===== config.mk =====
export PLATFORM = sky130hd
export DESIGN_NAME = load_store_unit
export DESIGN_NICKNAME = d
export VERILOG_FILES = /design/src/rtl/load_store_unit.sv
export SDC_FILE = /design/constraint.sdc
export NUM_CORES = 1
export LEC_CHECK = 0
export BUFFER_PORTS_ARGS = -buffer_cell sky130_fd_sc_hd__buf_2
export CORE_UTILIZATION = 45
export CTS_BUF_LIST = sky130_fd_sc_hd__clkbuf_4 sky130_fd_sc_hd__clkbuf_8
export DETAILED_ROUTE_END_ITERATION = 6
export MAX_ROUTING_LAYER = met4
export PLACE_DENSITY = 0.74
export SYNTH_ARGS = -nofsm -noshare
export SYNTH_HDL_FRONTEND = slang
export SYNTH_SLANG_ARGS = --single-unit

===== constraint.sdc =====
create_clock -name clk -period 3.3 [get_ports clk]
set_input_delay 0.495 -clock clk [delete_from_list [all_inputs] [get_ports clk]]
set_output_delay 0.495 -clock clk [all_outputs]
set_load 0.03 [all_outputs]

===== src/rtl/load_store_unit.sv =====
// load_store_unit: RV32I load/store to word-memory bridge with sub-word
// extraction, read-modify-write stores and fault detection.
module load_store_unit #(
   parameter int MEM_WORDS = 1024
) (
   input  logic        clk,
   input  logic        rst,
   input  logic        req_valid,
   output logic        req_ready,
   input  logic        req_we,
   input  logic [2:0]  req_funct3,
   input  logic [31:0] req_addr,
   input  logic [31:0] req_wdata,
   output logic        resp_valid,
   output logic        resp_err,
   output logic [31:0] resp_rdata,
   output logic [31:0] mem_A,
   output logic [31:0] mem_WD,
   output logic        mem_WE,
   input  logic [31:0] mem_RD
);
   typedef enum logic [2:0] {IDLE, LOAD, ST_RD, ST_WR, ERR} state_t;
   localparam logic [31:0] ADDR_LIMIT = 32'(4 * MEM_WORDS);
   state_t      r_state;
   logic [2:0]  r_funct3;
   logic [1:0]  r_lane;
   logic [31:0] r_wdata;
   logic        w_bad_f3, w_misalign, w_oob, w_err;
   logic [4:0]  w_sh;
   logic [31:0] w_shifted, w_ld, w_mask, w_merged;
   assign req_ready  = rst && (r_state == IDLE);
   assign w_bad_f3   = req_we ? (req_funct3 >= 3'd3)
                              : (req_funct3 == 3'd3 || req_funct3 >= 3'd6);
   assign w_misalign = (req_funct3[1:0] == 2'd1 && req_addr[0]) ||
                       (req_funct3[1:0] == 2'd2 && req_addr[1:0] != 2'd0);
   assign w_oob      = req_addr >= ADDR_LIMIT;
   assign w_err      = w_bad_f3 || w_misalign || w_oob;
   // Byte offset within the word drives both lane extraction and merge
   assign w_sh      = {r_lane, 3'b000};
   assign w_shifted = mem_RD >> w_sh;
   assign w_ld      = r_funct3 == 3'd0 ? {{24{w_shifted[7]}}, w_shifted[7:0]} :
                      r_funct3 == 3'd1 ? {{16{w_shifted[15]}}, w_shifted[15:0]} :
                      r_funct3 == 3'd4 ? {24'd0, w_shifted[7:0]} :
                      r_funct3 == 3'd5 ? {16'd0, w_shifted[15:0]} : mem_RD;
   assign w_mask    = (r_funct3[0] ? 32'h0000_FFFF : 32'h0000_00FF) << w_sh;
   assign w_merged  = (mem_RD & ~w_mask) | ((r_wdata << w_sh) & w_mask);
   always_ff @(posedge clk or negedge rst) begin
      if (!rst) begin
         r_state    <= IDLE;
         r_funct3   <= 3'd0;
         r_lane     <= 2'd0;
         r_wdata    <= 32'd0;
         resp_valid <= 1'b0;
         resp_err   <= 1'b0;
         resp_rdata <= 32'd0;
         mem_A      <= 32'd0;
         mem_WD     <= 32'd0;
         mem_WE     <= 1'b0;
      end else begin
         resp_valid <= 1'b0;
         resp_err   <= 1'b0;
         mem_WE     <= 1'b0;
         case (r_state)
            IDLE: if (req_valid) begin
               r_funct3 <= req_funct3;
               r_lane   <= req_addr[1:0];
               r_wdata  <= req_wdata;
               mem_A    <= {req_addr[31:2], 2'b00};
               if (w_err) r_state <= ERR;
               else if (!req_we) r_state <= LOAD;
               else if (req_funct3 == 3'd2) begin
                  r_state <= ST_WR;
                  mem_WD  <= req_wdata;
                  mem_WE  <= 1'b1;
               end else r_state <= ST_RD;
            end
            LOAD: begin
               resp_valid <= 1'b1;
               resp_rdata <= w_ld;
               r_state    <= IDLE;
            end
            ST_RD: begin
               mem_WD  <= w_merged;
               mem_WE  <= 1'b1;
               r_state <= ST_WR;
            end
            ST_WR: begin
               resp_valid <= 1'b1;
               resp_rdata <= 32'd0;
               r_state    <= IDLE;
            end
            ERR: begin
               resp_valid <= 1'b1;
               resp_err   <= 1'b1;
               resp_rdata <= 32'd0;
               r_state    <= IDLE;
            end
            default: r_state <= IDLE;
         endcase
      end
   end
endmodule


==> impl_summary.md <==
Yosys
The dominant synthesized flop cell is sky130_fd_sc_hd__dfrtp_1. The share of Yosys cell area claimed by the top area cell type is between 40 and 50%. Of all flip-flops after synthesis, the portion carrying an async set or reset was 100%. In this run, synthesis produced a sequential element count of 121. The post-synthesis cell area is 0.00640 mm2. The cell taking the most area after synthesis is sky130_fd_sc_hd__dfrtp_1. After synthesis, the cell types taking the most area are sky130_fd_sc_hd__dfrtp_1 (47%), sky130_fd_sc_hd__mux2_2 (10%), sky130_fd_sc_hd__a221oi_1 (4.2%). After synthesis, flip-flops and latches occupy about 47% of the total area. The unique cell type count in the Yosys netlist is 48. Counting flops with a built-in enable in the synthesized netlist gives 0. Yosys printed 0 warnings.

The synthesized area per cell is around 10 um2. Synthesis produced a netlist whose cell count is between 600 and 700.

STA
Setup violations remaining at the end of the flow were counted as 0. The worst slew margin relative to its limit is ~29%. The part of the cycle the worst path needs is a little over two thirds. At the pin with the least slew margin, the transition time is approximately 1.1 ns. The final setup TNS is 0 ns.

The final-report max-slew violation count is 0. The clock skew is between 0.01 and 0.015 ns. The shortest period the worst path allows is 2.32 ns. Setup repair after global routing left no endpoint under its margin.

The final count of hold timing violations is 0. Derived from the worst setup path, the maximum achievable clock frequency is 430 MHz.

Clock network
The CTS H-tree depth is 4. For the worst-skew pair, the clock arrives at the later sink with an insertion delay of 0.45 ns. The number of hold buffers added after CTS was 0. Clock tree synthesis selected as its root buffer the cell sky130_fd_sc_hd__clkbuf_8. The number of buffers added by the clock tree synthesis step is 17. The TritonCTS clock tree is built. The number of setup buffers added after CTS is 0. The post-CTS resize count is 0.

Clock tree synthesis found a total of 121 sinks. After clock tree synthesis, the clock-pin slew on the worst setup and hold paths is 0.07 ns. The buffer depth of the longest clock path is 2.

Global route
The maximum number of pins on one net before global-route repair is 74. The via count of the first global-routing pass is ~5500. In the global route stage, overall resource usage came out at between 20 and 30%. The initial antenna violation count is 0.

The first global-routing pass estimated 29400 um of wire. The total congestion overflow after global routing is 0.

Pwr
The leakage power is roughly 3.8 nW. Of the total power, the share spent switching nets is between 30% and 40%. The ratio of total power to cell area is between 400 and 500 mW/mm2.

IR analysis of the VDD net gives a maximum drop of 301 uV. Per report_power, the sequential group accounts for 45.2% of the total. The total net switching power is 1.19 mW. Combinational logic is responsible for 21.3% of the overall power. The internal cell power is between 2 and 3 mW.

Per report_power, the clock group accounts for approximately a third of the total.

Worst setup path
STA classifies the critical path startpoint as a register. The internal reg-to-reg setup slack is between 0.9 and 1 ns. The end of the worst register-to-register path is resp_rdata[18].

The kind of critical path is register to register. In this run the critical register-to-register path is launched from r_lane[1]. The critical-path maximum fanout is 38.

Data arrives at the worst endpoint at approximately 2.6 ns. The endpoint type of the worst setup path is a register. Measured in cells, the most critical reg-to-reg path has a length of 4.

STA puts the critical path data required time at 3.59 ns.

Flow run
Across the run, the number of max-cap violations was 0.

Finish
0 antenna diodes ended up in the layout. Once layout is complete, the utilization of the core stands at approximately 57%. The ratio of cells with drive above 1 in the final layout is 38.9%. The net count reported at finish is 913. Compared with the post-synthesis result, the final layout area differs by 23.1%.

Placement
The HPWL after detailed placement is approximately 14000 um. The count of buffers added on input and output ports is 200. Routability-driven placement finished with a final weighted congestion of approximately 0.91.

Route
The residual antenna-violating net count after detailed routing is 0. The detailed-route wire length per cell is ~19 um. The first routing iteration left approximately 460 violations. Dividing the detail-routed via count by the number of cells gives between 5 and 6. The pre-antenna-repair detailed-routing pass consisted of 5 iterations. The number of remaining DRC errors is 0. The total wirelength of the detailed-routed design is around 19000 um.

The total number of vias is 5779.

Die
The floorplan step set the die width to roughly 120 um. The core region area is between 0.01 and 0.015 mm2. The chip height is 121 um. 203 I/O pins were placed. For this configuration, the core starts out at a cell density of 46.1%. The die covers around 0.015 mm2. The standard-cell row count is 43.

Status
The flow ran to the end, and the final reports show no timing, DRC or antenna violations.

Min path
The class of the most critical hold timing path is input pin to async pin.
## cell type report
cell class / instances / area, um2
Clock buffer: 23 / 304
Clock inverter: 8 / 70.1
Fill cell: 1260 / 6000
Inverter: 30 / 113
Multi-Input combinational cell: 425 / 3020
Sequential cell: 121 / 3030
Tap cell: 180 / 225
Timing Repair Buffer: 215 / 1120
## critical path: stages, from the launching register on
cell and delay (ns):
sky130_fd_sc_hd__dfrtp_2 0.80, sky130_fd_sc_hd__mux4_2 0.44, sky130_fd_sc_hd__o41ai_2 0.29, sky130_fd_sc_hd__o21bai_2 0.44, sky130_fd_sc_hd__o21ai_0 0.20
## flip-flops by register name (all words and copies together) (netlist names)
register	flops
mem_A	30
mem_WD	32
mem_WE	1
r_funct3	3
r_lane	2
r_state	3
r_wdata	16
resp_err	1
resp_rdata	32
resp_valid	1
## cells by family after synthesis
| kind of cell | count (synthesis) | synth area share, % |
|---|---|---|
| DFF | 121 | 47.3 |
| other | 1 | 0.0586 |
| and+or+nand+nor | 192 | 15.0 |
| AOI/OAI and AO/OA | 159 | 19.4 |
| muxes | 72 | 12.6 |
| buffers and inverters | 84 | 5.73 |
## power by group through the flow
stage | combinational (mW) | sequential (mW) | clock, mW
floorplan | 0.440 | 1.79 | 0
global placement | 0.790 | 1.72 | 0
detailed placement | 0.801 | 1.72 | 0
CTS | 0.803 | 1.70 | 1.29
global route | 0.869 | 1.71 | 1.35
finish | 0.804 | 1.70 | 1.26
## metal layers
metal | vias to the layer above | global-route usage, % | part of all wire [%]
met5 | - | - | 0
met4 | 0 | 9.49 | 2.0
met3 | 40 | 7.57 | 9.0
met2 | 303 | 41.4 | 46
met1 | 2793 | 35.4 | 43
li1 | 2643 | - | -
## how the worst max path moves through the flow
stage / startpoint / endpoint / slack, ns / cells after the start
4_1_cts: r_lane[1] / resp_rdata[18] / 1.00 / 4
3_5_place_dp: r_lane[1] / resp_rdata[18] / 1.02 / 4
2_1_floorplan: rst / req_ready / 1.30 / 1
6_report: r_lane[1] / resp_rdata[18] / 0.98 / 4
5_1_grt: r_lane[1] / resp_rdata[19] / 0.76 / 4
3_3_place_gp: r_lane[1] / resp_rdata[18] / 1.07 / 4
## cells in the mapped netlist, types with 2 or more instances
cell and number:
sky130_fd_sc_hd__a211oi_1 16, sky130_fd_sc_hd__o21ai_0 17, sky130_fd_sc_hd__buf_2 20, sky130_fd_sc_hd__nor4_1 5, sky130_fd_sc_hd__o21ai_2 10, sky130_fd_sc_hd__clkbuf_1 27
sky130_fd_sc_hd__dfrtp_1 121, sky130_fd_sc_hd__buf_4 2, sky130_fd_sc_hd__nor3_1 2, sky130_fd_sc_hd__a221o_1 8, sky130_fd_sc_hd__a21oi_1 22, sky130_fd_sc_hd__mux2_2 57
sky130_fd_sc_hd__buf_1 3, sky130_fd_sc_hd__inv_1 29, sky130_fd_sc_hd__a2bb2oi_1 6, sky130_fd_sc_hd__nor3b_1 5, sky130_fd_sc_hd__o221ai_1 7, sky130_fd_sc_hd__o211ai_1 2
sky130_fd_sc_hd__a32o_1 6, sky130_fd_sc_hd__mux2i_1 14, sky130_fd_sc_hd__nor2_1 42, sky130_fd_sc_hd__nand3b_1 2, sky130_fd_sc_hd__and3_1 9, sky130_fd_sc_hd__and4_1 2
sky130_fd_sc_hd__a221oi_1 31, sky130_fd_sc_hd__nand2b_1 24, sky130_fd_sc_hd__and2_1 11, sky130_fd_sc_hd__nor2b_1 19, sky130_fd_sc_hd__o21ai_1 2, sky130_fd_sc_hd__nand3_1 11
sky130_fd_sc_hd__nand2_1 56, sky130_fd_sc_hd__a2111oi_0 8, sky130_fd_sc_hd__a22o_1 18
## cell usage in the layout, fill, tap and decap left out, drive strengths merged, types with 9 or more instances in the layout
master,synthesis,final
buf,27,215
dfrtp,121,121
mux2,57,57
nand2,56,56
nor2,42,42
a221oi,31,31
inv,29,29
o21ai,29,29
nand2b,24,24
clkbuf,27,23
a21oi,22,22
nor2b,19,19
a22o,18,18
a211oi,16,16
mux2i,14,14
nand3,11,11
and2,11,11
and3,9,9
## metrics by stage
| stage | total power, mW | cell area (um2) | hold slack, ns | setup slack, ns | cells |
|---|---|---|---|---|---|
| final | 3.77 | 7880 | 0.200 | 0.975 | 1002 |
| after global routing | 3.93 | 7880 | 0.235 | 0.761 | 1002 |
| after CTS | 3.79 | 7880 | 0.192 | 1.00 | 1002 |
| after detailed placement | 2.53 | 7510 | 0.465 | 1.02 | 971 |
| after global placement | 2.51 | 7510 | 0.451 | 1.07 | 971 |
| after floorplan | 2.23 | 6410 | 0.199 | 1.30 | 630 |
No activity file was read; power rests on OpenSTA's default activity.
